===== src/rtl/lsu_mem_ctrl.sv =====
// Load/store sequencer between the MEM stage and a single-port data memory.
// One access in flight: alignment check, strobed word request, grant/rdata wait, extended response.
module lsu_mem_ctrl #(
  parameter int TIMEOUT = 64,
  parameter int CNT_W   = 7
) (
  input  logic        clk,
  input  logic        rst,
  input  logic        req_valid,
  output logic        req_ready,
  input  logic        req_we,
  input  logic [31:0] req_addr,
  input  logic [31:0] req_wdata,
  input  logic [2:0]  req_func3,
  input  logic [4:0]  req_rd,
  output logic        mem_req,
  output logic        mem_we,
  output logic [31:0] mem_addr,
  output logic [3:0]  mem_wstrb,
  output logic [31:0] mem_wdata,
  input  logic        mem_gnt,
  input  logic        mem_rvalid,
  input  logic [31:0] mem_rdata,
  output logic        resp_valid,
  output logic [31:0] resp_data,
  output logic [4:0]  resp_rd,
  output logic        resp_err,
  output logic        busy
);

  typedef enum logic [1:0] {IDLE, REQ, WAIT_RD, RESP} state_t;

  state_t            state, state_nxt;
  logic              we_q;
  logic [31:0]       addr_q;
  logic [31:0]       wdata_q;
  logic [2:0]        func3_q;
  logic [4:0]        rd_q;
  logic [CNT_W-1:0]  cnt_q;
  logic              req_bad;
  logic              timeout_hit;

  // Illegal encodings, unsigned stores, and accesses crossing their natural alignment.
  function automatic logic access_bad(input logic we, input logic [2:0] f3, input logic [1:0] o);
    logic bad;
    case (f3)
      3'b000:  bad = 1'b0;
      3'b001:  bad = o[0];
      3'b010:  bad = |o;
      3'b100:  bad = we;
      3'b101:  bad = we | o[0];
      default: bad = 1'b1;
    endcase
    return bad;
  endfunction

  function automatic logic [31:0] load_ext(input logic [2:0] f3, input logic [1:0] o,
                                           input logic [31:0] rdata);
    logic [31:0] b;
    logic [31:0] h;
    logic [31:0] r;
    b = rdata >> {o, 3'b000};
    h = rdata >> {o[1], 4'b0000};
    case (f3)
      3'b000:  r = {{24{b[7]}}, b[7:0]};
      3'b001:  r = {{16{h[15]}}, h[15:0]};
      3'b100:  r = {24'b0, b[7:0]};
      3'b101:  r = {16'b0, h[15:0]};
      default: r = rdata;
    endcase
    return r;
  endfunction

  function automatic logic [3:0] store_strb(input logic [2:0] f3, input logic [1:0] o);
    logic [3:0] s;
    case (f3)
      3'b000:  s = 4'b0001 << o;
      3'b001:  s = 4'b0011 << o;
      default: s = 4'b1111;
    endcase
    return s;
  endfunction

  function automatic logic [31:0] store_data(input logic [2:0] f3, input logic [31:0] wd);
    logic [31:0] d;
    case (f3)
      3'b000:  d = {4{wd[7:0]}};
      3'b001:  d = {2{wd[15:0]}};
      default: d = wd;
    endcase
    return d;
  endfunction

  assign req_bad     = access_bad(req_we, req_func3, req_addr[1:0]);
  assign timeout_hit = (cnt_q == CNT_W'(TIMEOUT - 1));

  always_comb begin
    state_nxt  = state;
    req_ready  = (state == IDLE);
    busy       = (state != IDLE);
    resp_valid = (state == RESP);
    mem_req    = (state == REQ);
    mem_we     = 1'b0;
    mem_addr   = '0;
    mem_wstrb  = '0;
    mem_wdata  = '0;
    // Memory side is only driven while the request is being presented.
    if (state == REQ) begin
      mem_we   = we_q;
      mem_addr = {addr_q[31:2], 2'b00};
      if (we_q) begin
        mem_wstrb = store_strb(func3_q, addr_q[1:0]);
        mem_wdata = store_data(func3_q, wdata_q);
      end
    end
    case (state)
      IDLE:    if (req_valid) state_nxt = req_bad ? RESP : REQ;
      REQ:     if (mem_gnt) state_nxt = we_q ? RESP : WAIT_RD;
      WAIT_RD: if (mem_rvalid || timeout_hit) state_nxt = RESP;
      RESP:    state_nxt = IDLE;
      default: state_nxt = IDLE;
    endcase
  end

  always_ff @(posedge clk) begin
    if (rst) begin
      state     <= IDLE;
      we_q      <= 1'b0;
      addr_q    <= '0;
      wdata_q   <= '0;
      func3_q   <= '0;
      rd_q      <= '0;
      cnt_q     <= '0;
      resp_data <= '0;
      resp_rd   <= '0;
      resp_err  <= 1'b0;
    end else begin
      state <= state_nxt;
      case (state)
        IDLE: begin
          if (req_valid) begin
            we_q    <= req_we;
            addr_q  <= req_addr;
            wdata_q <= req_wdata;
            func3_q <= req_func3;
            rd_q    <= req_rd;
            if (req_bad) begin
              resp_data <= '0;
              resp_rd   <= req_rd;
              resp_err  <= 1'b1;
            end
          end
        end
        REQ: begin
          if (mem_gnt) begin
            cnt_q <= '0;
            if (we_q) begin
              resp_data <= '0;
              resp_rd   <= rd_q;
              resp_err  <= 1'b0;
            end
          end
        end
        WAIT_RD: begin
          cnt_q <= cnt_q + CNT_W'(1);
          // Data arriving on the last allowed cycle still beats the timeout.
          if (mem_rvalid) begin
            resp_data <= load_ext(func3_q, addr_q[1:0], mem_rdata);
            resp_rd   <= rd_q;
            resp_err  <= 1'b0;
          end else if (timeout_hit) begin
            resp_data <= '0;
            resp_rd   <= rd_q;
            resp_err  <= 1'b1;
          end
        end
        default: ;
      endcase
    end
  end

endmodule


===== config.mk =====
export PLATFORM = sky130hd
export DESIGN_NAME = lsu_mem_ctrl
export DESIGN_NICKNAME = d
export VERILOG_FILES = /design/src/rtl/lsu_mem_ctrl.sv
export SDC_FILE = /design/constraint.sdc
export NUM_CORES = 1
export LEC_CHECK = 0
export CAP_MARGIN = 30
export CORE_MARGIN = 1.5
export CORE_UTILIZATION = 48
export DETAILED_ROUTE_END_ITERATION = 8
export PLACE_DENSITY_LB_ADDON = 0.1
export SLEW_MARGIN = 20
export SYNTH_ARGS = -nofsm -noshare
export SYNTH_HDL_FRONTEND = slang
export SYNTH_SLANG_ARGS = --single-unit

===== constraint.sdc =====
create_clock -name clk -period 4.4 [get_ports clk]
set_input_delay 0.88 -clock clk [delete_from_list [all_inputs] [get_ports clk]]
set_output_delay 0.88 -clock clk [all_outputs]
set_load 0.05 [all_outputs]

==> results of run 1 <==
==> routing by layer <==
layer | vias up | global-route usage [%] | routed length (um)
met5 | - | 0 | 0
met4 | 0 | 11.85 | 582
met3 | 51 | 8.856 | 1406
met2 | 234 | 49.06 | 9268
met1 | 2859 | 33.90 | 7535
li1 | 2966 | - | -
==> report_power, final <==
| part | total (W) | switching, W | internal [W] |
|---|---|---|---|
| combinational | 0.00174 | 0.00112 | 0.000613 |
| sequential | 0.00139 | 0.000136 | 0.00126 |
| clock | 0.00139 | 0.000473 | 0.000913 |
| total | 0.00452 | 0.00173 | 0.00279 |
==> worst max-delay path by stage <==
stage,depth (start not counted),to,from
final,6,mem_wdata[9],func3_q[1]
after CTS,6,mem_wdata[9],func3_q[1]
after global routing,6,mem_wdata[14],func3_q[1]
after detailed placement,6,mem_wdata[9],func3_q[1]
after floorplan,5,mem_wdata[24],state[1]
after global placement,5,mem_addr[23],state[1]
==> metrics by stage <==
step	power [W]	hold slack, ns
2_1_floorplan	0.002649	0.4317
3_3_place_gp	0.003072	0.4391
3_5_place_dp	0.003132	0.4454
4_1_cts	0.004526	0.4532
5_1_grt	0.004739	0.4735
6_report	0.004518	0.4517
==> worst min-delay path: stages (launching register included) <==
cell     delay [ns]
dfxtp_1        0.30
nand2_1        0.05
a21oi_1        0.05
==> cells by family after synthesis <==
family | after synthesis | synth area share [%]
simple gates | 315 | 25.05
other cells | 1 | 0.06257
mux | 46 | 7.724
flops | 120 | 40.08
buf+inv | 75 | 5.595
xor+xnor | 5 | 0.7308
fa+ha+maj | 5 | 1.044
compound gates | 196 | 19.71
==> sequential cells by signal (all words and copies together) (netlist names) <==
| register | flops |
|---|---|
| rd_q | 5 |
| state | 2 |
| resp_data | 32 |
| we_q | 1 |
| resp_err | 1 |
| cnt_q | 7 |
| wdata_q | 32 |
| resp_rd | 5 |
| addr_q | 32 |
| func3_q | 3 |
==> synth_stat cells (all sizes together), types with 2 or more instances <==
cell type,number,area share [%]
dfxtp,120,40
and3,9,0.94
nand2,178,11
nand2b,36,3.8
o221ai,7,1.0
a211oi,16,2.4
nor4,2,0.71
inv,12,0.75
o21ai,36,3.0
nor3b,6,0.75
nand4,9,0.94
xnor2,2,0.29
nor2,32,2.3
clkbuf,37,2.3
o22ai,9,0.94
buf,26,2.5
mux2i,44,7.3
o21bai,2,0.25
mux2,2,0.38
a21oi,108,9.0
xor2,3,0.44
a2bb2oi,8,1.2
ha,5,1.0
nor2b,3,0.31
nand3,5,0.42
and2,31,3.2
==> area by class of cell <==
cell class,instances,area [um2]
flip-flops and latches,120,2402
inverters,12,45.04
fillers,965,3181
multi-input cells,569,3263
repair buffers,227,2420
clock buffers,23,467.9
well taps,168,210.2
clock inverters,9,122.6
==> flow_summary.yaml, run 1 <==
run_status:
  run_status: "complete, no violations"
global_route:
  gr-total-overflow: 0
  grt_max_degree: 104
  first_global_vias: 6020
  grt_use_total_pct: 28.81
  antenna_found_initial: 0
  grt_pass1_wl_um: 29780
timing:
  hold_viol: 0
  min_period_ns: 3.721
  slew_headroom_pct: 39.31
  fin_ws_ns: 0.6793
  skew_ns: 0.006112
  finalSetupTns_ns: 0
  tightest_slew_ns: 0.9071
  fin_crit_sh_pct: 84.56
  rsz0062_at_grt: "no"
  clock.fmax_mhz: 268.8
  setup_viol: 0
  final_max_slew_viol_count: 0
min_path:
  hold_class: "flip-flop to flip-flop"
  hp-start: "addr_q[2]"
  hold_path_end: "addr_q[2]"
  whs_path_depth: 2
clocking:
  cts_hold_buf: 0
  numCtsBuffers: 17
  cts.repair.resized: 0
  post_cts_buffers: 0
  clkLatencyLatePin_ns: 0.42
  cts_root_buf: "clkbuf_16"
  clkSinkCount: 120
  cts_max_level: 4
  cts_tree: "built"
  clk_pin_slew_ns: 0.05
  cts_buffer_depth: 2
route:
  wl_per_cell_um: 16.66
  viasPerCell: 5.417
  wirelength_um: 18790
  drt_iter0_drc: 413
  first_pass_iters: 6
  via_count: 6110
  ant_nets: 0
  drc: 0
synth:
  synth_cells: 763
  synth_edf_count: 0
  synth.yosys.seq_area_share_pct: 40.08
  synth.distinct_cells: 48
  yosys_warnings: 0
  async_flop_share_pct: 0
  syn-cell-area_um2: 5993
  ys_ff_latch: 120
  syn_area_per_cell_um2: 7.855
  synthFlopType: "dfxtp_1"
worst_setup_path:
  arrival_ns: 2.84
  crit_fanout: 26
  start_kind: "flip-flop"
  crit_slowest_cell: "nor2_1"
  reg2reg_slack_ns: 1.77
  r2r-start: "state[1]"
  path_cells: "inv_2 > nand2_1 > nor2_1 > nand2_1 > a21oi_1 > buf_12"
  crit_family: "simple AND/OR/NAND/NOR gates"
  r2r_end: "resp_data[22]"
  path_class: "flip-flop to primary output"
  cp_slowest_stage_delay_ns: 0.53
  critPathBufInv: 2
  required_ns: 3.52
  reg2regPathDepth: 7
  cpMostUsedCell: "nand2_1"
  cp-end-kind: "primary output"
die:
  fp.dieArea_um2: 13170
  rows: 40
  die_w_um: 114.7
  initial_utilization_pct: 49.48
  core_um2: 12110
  io_pins: 221
  die_y_um: 114.7
layout:
  syn_to_final_growth_pct: 49.02
  finalNetCount: 1062
  fin_util_pct: 73.74
  n_antenna_cell: 0
  layout_commonest_cell: "clkdlybuf4s50_1"
  design_area_um2: 8931
  fin_cells: 1128
  layout_common_cells: "clkdlybuf4s50_1, nand2_1, dfxtp_1, a21oi_1, mux2i_1"
  drive_gt1_share_pct: 8.646
flow_run:
  drv_cap: 0
placement:
  preCtsSetupSlack_ns: 1.171
  placed_area_um2: 8320
  numPortBuffers: 218
  dp_cells: 1095
  gp_congestion: 0.8628
  hpwl_um: 13130
power:
  powerDensity_nw_per_um2: 505.8
  vdd_drop_max_mv: 0.3470
  leakagePower_nw: 3.245
(Power assumes the default switching activity.)
==> run 2: changes to the inputs <==
--- a/config.mk
+++ b/config.mk
@@ -7,7 +7,7 @@
 export LEC_CHECK = 0
 export CAP_MARGIN = 30
 export CORE_MARGIN = 1.5
-export CORE_UTILIZATION = 48
+export CORE_UTILIZATION = 41
 export DETAILED_ROUTE_END_ITERATION = 8
 export PLACE_DENSITY_LB_ADDON = 0.1
 export SLEW_MARGIN = 20
==> constraint.sdc (replaced) <==
create_clock -name clk -period 3.2 [get_ports clk]
set_input_delay 0.64 -clock clk [delete_from_list [all_inputs] [get_ports clk]]
set_output_delay 0.64 -clock clk [all_outputs]
set_load 0.05 [all_outputs]
==> run 2 against run 1 <==
  * Count of clock-buffer cells in the layout fell by 3
  * Global-route usage fell by 4.4 points
  * Sequential power rose by 37%
  * Largest cell class unchanged
  * Largest power group unchanged
==> flow_summary.yaml, run 2 (synthesis results as in run 1) <==
placement:
  gp_congestion: 0.8235
  preCtsSetupSlack_ns: 0.4457
  hpwl_um: 13120
  numPortBuffers: 218
worst_setup_path:
  crit_family: "buffers and inverters"
  crit_slowest_cell: "clkdlybuf4s50_1"
  crit_fanout: 8
  start_kind: "flip-flop"
  cp-end-kind: "primary output"
  r2r_end: "resp_data[13]"
  arrival_ns: 2.26
  cp_slowest_stage_delay_ns: 0.83
  r2r-start: "state[1]"
  path_cells: "inv_1 > ha_1 > inv_1 > clkdlybuf4s50_1"
  critical_path_cell_count: 4
  required_ns: 2.56
  reg2regPathDepth: 7
  reg2reg_slack_ns: 0.80
  cpMostUsedCell: "inv_1"
  critPathBufInv: 3
  path_class: "flip-flop to primary output"
clocking:
  clkSinkCount: 120
  cts_max_level: 4
  clk_pin_slew_ns: 0.05
  cts_buffer_depth: 2
  numCtsBuffers: 17
  post_cts_buffers: 0
  cts_tree: "built"
  cts_root_buf: "clkbuf_16"
  cts_hold_buf: 0
  cts.repair.resized: 0
  clkLatencyLatePin_ns: 0.42
global_route:
  gr-total-overflow: 0
  antenna_found_initial: 0
  grt_use_total_pct: 24.45
  grt_max_degree: 62
  first_global_vias: 5857
  grt_pass1_wl_um: 29150
min_path:
  hp-start: "addr_q[12]"
  whs_path_depth: 2
  hold_class: "flip-flop to flip-flop"
  hold_path_end: "addr_q[12]"
layout:
  syn_to_final_growth_pct: 51.04
  layout_commonest_cell: "nand2_1"
  layout_common_cells: "nand2_1, clkdlybuf4s50_1, dfxtp_1, a21oi_1, buf_4"
  drive_gt1_share_pct: 13.22
  fillers: 1272
  finalNetCount: 1063
  reg_top3: "addr_q (32), resp_data (32), wdata_q (32)"
  n_antenna_cell: 0
timing:
  fin_ws_ns: 0.2981
  fin_crit_sh_pct: 90.68
  skew_ns: 0.008877
  final_max_slew_viol_count: 0
  tightest_slew_ns: 0.7772
  rsz0062_at_grt: "no"
  setup_viol: 0
  min_period_ns: 2.902
  slew_headroom_pct: 48.08
  clock.fmax_mhz: 344.6
  finalSetupTns_ns: 0
  hold_viol: 0
route:
  via_count: 6072
  ant_nets: 0
  wirelength_um: 18640
  viasPerCell: 5.303
  drt_iter0_drc: 383
  first_pass_iters: 5
  wl_per_cell_um: 16.28
  drc: 0
run_status:
  run_status: "complete, no violations"
die:
  fp.dieArea_um2: 15350
  initial_utilization_pct: 41.55
  die_y_um: 123.9
  core_um2: 14420
  rows: 44
  die_w_um: 123.9
  io_pins: 221
power:
  vdd_drop_max_mv: 0.4447
  powerDensity_nw_per_um2: 703.4
  leakagePower_nw: 3.383
flow_run:
  drv_cap: 0
-- run 2: worst max-delay path by stage --
stage | from | to | slack, ns
4_1_cts | state[0] | busy | 0.26
2_1_floorplan | state[1] | mem_wdata[24] | 0.03
6_report | state[0] | busy | 0.30
3_3_place_gp | mem_rdata[23] | resp_data[17] | 0.60
5_1_grt | func3_q[1] | mem_wdata[15] | 0.09
3_5_place_dp | mem_rdata[23] | resp_data[17] | 0.45
-- run 2: metal layers --
metal,routed length (um),track usage (%),vias to the layer above,part of all wire (%)
met1,7624,29.05,2878,41
met2,9349,41.89,193,50
met5,0,0,-,0
li1,-,-,2970,-
met3,1289,7.692,31,6.9
met4,378,8.097,0,2.0
-- run 2: metrics by stage --
stage	area, um2	hold slack (ns)	utilization [%]	power [W]	std cells
after CTS	9052	0.4497	62.76	0.006402	1145
after floorplan	5997	0.4317	-	0.003642	764
after detailed placement	8413	0.4422	58.33	0.004333	1113
final	9052	0.4477	62.76	0.006368	1145
after global routing	9052	0.4645	62.76	0.006694	1145
after global placement	8413	0.4387	58.33	0.004283	1113
-- run 2: worst register-to-register path, cell delays in order, from the launching register on --
cell and delay (ns):
dfxtp_1 0.39, inv_1 0.09, ha_1 0.20, buf_4 0.25
a21oi_1 0.22, nand3_1 0.23, nor2_8 0.61, o21ai_0 0.25
-- run 2: final cells by class --
type / instances / area, um2 / share of cell area, %
Multi-Input combinational cell: 569 / 3263 / 36.05
Sequential cell: 120 / 2402 / 26.54
Tap cell: 184 / 230.2 / 2.543
Clock buffer: 20 / 466.7 / 5.155
Timing Repair Buffer: 228 / 2472 / 27.31
Inverter: 12 / 45.04 / 0.4976
Clock inverter: 12 / 172.7 / 1.907
-- run 2: where the power goes --
| group | internal (W) | switching [W] | total, W | leakage (nW) |
|---|---|---|---|---|
| clock network | 0.00136 | 0.000697 | 0.00206 | 0.312 |
| logic | 0.000859 | 0.00154 | 0.00240 | 2.09 |
| registers | 0.00173 | 0.000181 | 0.00191 | 0.979 |
| total | 0.00395 | 0.00242 | 0.00637 | 3.38 |
==> run 3: changes to the inputs <==
--- a/config.mk
+++ b/config.mk
@@ -10,6 +10,7 @@
 export CORE_UTILIZATION = 41
 export DETAILED_ROUTE_END_ITERATION = 8
 export PLACE_DENSITY_LB_ADDON = 0.1
+export RECOVER_POWER = 100
 export SLEW_MARGIN = 20
 export SYNTH_ARGS = -nofsm -noshare
 export SYNTH_HDL_FRONTEND = slang
==> run 3 against run 2 <==
  * Power down 2.1%
  * Critical path depth down 1
  * Global-route usage unchanged
  * Flip-flop and latch count unchanged
  * The run now ends with max-capacitance violations, max-slew violations left
  * Clock skew about the same
  * Non-clock buffer count unchanged
  * Via count up 0.28%
  * Clock power about the same
  * Setup slack worse by 0.069 ns
  * First-iteration DRC count up 5.7%
  * Routed wire length down 0.76%
  * Largest cell class unchanged
==> flow_summary.yaml, run 3 (synthesis results as in run 1) <==
run_status:
  run_status: "finished with violations"
  violations: "max-capacitance violations, max-slew violations"
min_path:
  hold_class: "flip-flop to flip-flop"
  hp-start: "addr_q[15]"
  whs_path_depth: 2
  hold_path_end: "addr_q[15]"
power:
  vdd_drop_max_mv: 0.4598
  powerDensity_nw_per_um2: 730.7
  leakagePower_nw: 3.212
worst_setup_path:
  path_class: "flip-flop to primary output"
  path_cells: "nand2_1 > a211oi_1 > clkbuf_1"
  arrival_ns: 2.33
  crit_family: "flip-flops"
  reg2reg_slack_ns: 0.36
  reg2regPathDepth: 6
  cp_slowest_stage_delay_ns: 0.52
  critPathBufInv: 1
  cp-end-kind: "primary output"
  crit_fanout: 18
  required_ns: 2.56
  crit_slowest_cell: "dfxtp_1"
  start_kind: "flip-flop"
  r2r_end: "wdata_q[27]"
  r2r-start: "state[0]"
timing:
  tightest_slew_ns: 1.768
  fin_crit_sh_pct: 92.83
  min_period_ns: 2.971
  finalSetupTns_ns: 0
  skew_ns: 0.008658
  setup_viol: 0
  rsz0062_at_grt: "no"
  hold_viol: 0
  final_max_slew_viol_count: 33
  clock.fmax_mhz: 336.6
  slew_headroom_pct: -17.93
clocking:
  cts_buffer_depth: 2
  cts_tree: "built"
  numCtsBuffers: 17
  cts_max_level: 4
  post_cts_buffers: 0
  clkSinkCount: 120
  cts_hold_buf: 0
  clk_pin_slew_ns: 0.05
  cts_root_buf: "clkbuf_16"
  clkLatencyLatePin_ns: 0.42
  cts.repair.resized: 0
route:
  drc: 0
  drt_iter0_drc: 405
  wirelength_um: 18500
  wl_per_cell_um: 16.16
  ant_nets: 0
  viasPerCell: 5.318
  first_pass_iters: 4
  via_count: 6089
global_route:
  grt_max_degree: 62
  grt_pass1_wl_um: 29150
  antenna_found_initial: 0
  grt_use_total_pct: 24.45
  first_global_vias: 5857
  gr-total-overflow: 0
die:
  rows: 44
  io_pins: 221
  die_w_um: 123.9
  initial_utilization_pct: 41.55
  core_um2: 14420
  fp.dieArea_um2: 15350
  die_y_um: 123.9
layout:
  finalNetCount: 1063
  syn_to_final_growth_pct: 42.28
  fin_cells: 1145
  layout_common_cells: "nand2_1, dfxtp_1, a21oi_1, clkdlybuf4s50_1, clkbuf_1"
  fin_util_pct: 59.12
  drive_gt1_share_pct: 7.180
  reg_top3: "addr_q (32), resp_data (32), wdata_q (32)"
  layout_commonest_cell: "nand2_1"
  n_antenna_cell: 0
flow_run:
  drv_cap: 1
placement:
  gp_congestion: 0.8235
  numPortBuffers: 218
  hpwl_um: 13120
  dp_cells: 1113
==> run 3: how the worst max path moves through the flow <==
| stage | to | slack, ns | cells past startpoint | start |
|---|---|---|---|---|
| finish | mem_wdata[26] | 0.23 | 3 | we_q |
| global route | mem_wdata[27] | 0.05 | 3 | we_q |
| CTS | busy | 0.26 | 4 | state[0] |
| detailed placement | resp_data[17] | 0.45 | 6 | mem_rdata[23] |
| global placement | resp_data[17] | 0.60 | 6 | mem_rdata[23] |
| floorplan | mem_wdata[24] | 0.03 | 5 | state[1] |
==> run 3: cell type report <==
class | instances | area, um2
Inverter | 12 | 45.04
Tap cell | 184 | 230.2
Sequential cell | 120 | 2402
Multi-Input combinational cell | 569 | 3216
Clock inverter | 12 | 172.7
Clock buffer | 20 | 466.7
Fill cell | 1360 | 5897
Timing Repair Buffer | 228 | 1994
==> run 3: stage by stage <==
stage                     hold WS, ns  instance area [um2]  power [W]  worst slack (ns)
after detailed placement       0.4422                 8413   0.004333            0.4457
after CTS                      0.4497                 9052   0.006402            0.2563
final                          0.4480                 8527   0.006231            0.2295
after floorplan                0.4317                 5997   0.003642           0.03027
after global routing           0.4645                 8527   0.006560           0.05317
after global placement         0.4387                 8413   0.004283            0.5957
==> run 3: where the power goes <==
group	total [W]	internal (W)	switching (W)
registers	0.00191	0.00173	0.000179
clock network	0.00206	0.00136	0.000697
logic	0.00227	0.000767	0.00150
total	0.00623	0.00386	0.00237
==> run 3: per-layer routing <==
metal / routed length, um / vias to the layer above / global-route usage, %
met2: 9274 / 200 / 41.89
met4: 365 / 0 / 8.097
li1: - / 2974 / -
met1: 7584 / 2883 / 29.05
met5: 0 / - / 0
met3: 1275 / 32 / 7.692
==> run 3: worst register-to-register path: cells and delay by family, from the launching register on <==
kind	cells	cell delay, ns
simple gates	2	1.49
buf+inv	2	0.44
fa+ha+maj	1	0.37
flops	1	0.34
compound gates	1	0.13
==> RTL edit (flow settings as in run 3) <==
The parameter `CNT_W` goes from 7 to 9.
--- a/src/rtl/lsu_mem_ctrl.sv
+++ b/src/rtl/lsu_mem_ctrl.sv
@@ -4,3 +4,3 @@
   parameter int TIMEOUT = 64,
-  parameter int CNT_W   = 7
+  parameter int CNT_W   = 9
 ) (
Function: same outputs for any inputs over 4 cycles, from zero or initial values and one cycle with rst high; that may be too few to reach the edited logic, so the function may still have changed.
==> RTL edit against run 3 <==
- setup slack lost 0.023 ns
- wire length is 4.3% higher
- design area rose by 0.31%
- synthesized cell count decreased by 0.92%
- clock power is 5% higher
- maximum frequency decreased by 0.76%
- global-route usage increased by 1.1 points
- total power up 3.7%
- non-clock buffer count rose by 5
- clock skew is essentially flat
- sequential cell count is 2 higher
- first-iteration DRC count up 1.2%
- synthesized area down 1.0%
- critical path type unchanged
- critical endpoint is now mem_wdata[8]
- largest cell class unchanged
- largest power group unchanged
==> RTL edit: results (changes against run 3) <==
nets@finish 1066 (was 1063); share of cells above drive strength 1 0.08402 (was 0.07180); register area share after synthesis 0.4117 (was 0.4008); per-cell routed wire length 16.86 µm (was 16.16 µm); synth top area cells dfxtp_1 (41%), nand2_1 (12%), a21oi_1 (9.6%) (was dfxtp_1 (40%), nand2_1 (11%), a21oi_1 (9.0%)); slowest stage delay, CP 0.50 ns (was 0.52 ns); WL met3 1.450 mm (was 1.275 mm); clk_skew 0.009082 ns (was 0.008658 ns); outcome finished clean (was complete, but fails checks); slowest cell on the critical path clkbuf_1 (was dfxtp_1); 1st-pass router iterations 5 (was 4); CP Max Fanout 8 (was 18); first-pass GRT wire length 30.13 mm (was 29.15 mm); RR Startpoint state[1]$_SDFFE_PP0P_ (was state[0]$_SDFFE_PP0P_); Adder-Cell Fraction of Synth Area 0.01055 (was 0.01044); leakage 0.003303 µW (was 0.003212 µW); placed cell areas 0.008386 mm² (was 0.008413 mm²); HP Start addr_q[12]$_SDFFE_PP0P_ (was addr_q[15]$_SDFFE_PP0P_); root buf cell clkbuf_16 (unchanged); cell count after synthesis 756 (was 763); worst vdd ir 0.4065 mV (was 0.4598 mV); GPL Wtd Cong 0.8484 (was 0.8235); worst slew pin tran 1.201 ns (was 1.768 ns); Commonest cells post-synth nand2_1 (185), dfxtp_1 (122), a21oi_1 (114) (was nand2_1 (178), dfxtp_1 (120), a21oi_1 (108)); crit path from func3_q[2]$_SDFFE_PP0P_ (was we_q$_SDFFE_PP0P_); met2 wire len 9.303 mm (was 9.274 mm); Synth Area in XOR/XNOR 0.01034 (was 0.007307); mux cell area share after synthesis 0.06771 (was 0.07724); pre-CTS setup slack 0.5197 ns (was 0.4457 ns); vias per cell 5.365 (was 5.318); met1 wire length 7.927 mm (was 7.584 mm); Cell variety after synth 50 (was 48); Async SR Flop Fraction 0 (unchanged); vias in the first global route 6045 (was 5857); complex-gate fraction of the synthesized area 0.2008 (was 0.1971); hpwl dp 13.35 mm (was 13.12 mm); Routed WL 19.29 mm (was 18.50 mm)
-- RTL edit: cell types whose count changed in the layout (fill, tap and decap cells not counted), sizes merged, moves of 6 or more --
cell,delta
o22ai,-8
nand2b,-17
nand2,+7
nand4,-8
a21oi,+6
o21ai,-18
inv,+13
o32ai,+16
or3,+7
a2bb2oi,-7
buf,+6
-- RTL edit: logic make-up (layout without fill, tap and decap cells) --
group / after synthesis / in the layout
simple gates: 305 / 305
compound gates: 193 / 193
fa+ha+maj: 5 / 5
flops: 122 / 122
buf+inv: 83 / 290
mux: 40 / 40
xor+xnor: 7 / 7
other cells: 1 / 2
-- RTL edit: layer usage --
metal  vias to the layer above  GRT usage
met5                         -          0
met4                         0     0.1257
met3                        48    0.07288
met2                       255     0.4142
met1                      2860     0.3120
li1                       2975          -
-- RTL edit: area by class of cell --
class / instances / area, µm²
fill: 1273 / 5435
multi-input combinational: 552 / 3095
sequential: 122 / 2442
timing repair buffer: 233 / 2026
clock buffer: 21 / 480.5
tap: 180 / 225.2
clock inverter: 11 / 190.2
inverter: 25 / 93.84
-- RTL edit: critical path: cells and delay by family (launching register included) --
kind	cells	cell delay, ns
AOI/OAI and AO/OA	1	0.19
buffers and inverters	1	0.50
DFF	1	0.35
and+or+nand+nor	3	0.90
-- RTL edit: path summary, 6_finish.rpt --
check                                   end  slack [ns]  depth (start not counted)
hold / removal      addr_q[12]$_SDFFE_PP0P_        0.45                          2
setup / recovery               mem_wdata[8]        0.21                          5
setup reg to reg  resp_data[1]$_SDFFE_PP0P_        0.27                          7
hold reg to reg     addr_q[12]$_SDFFE_PP0P_        0.45                          2
-- RTL edit: power by group --
group / total [µW] / switching, µW / internal [µW]
registers: 1910 / 163 / 1750
clock network: 2160 / 696 / 1460
logic: 2390 / 1610 / 786
total: 6460 / 2470 / 4000
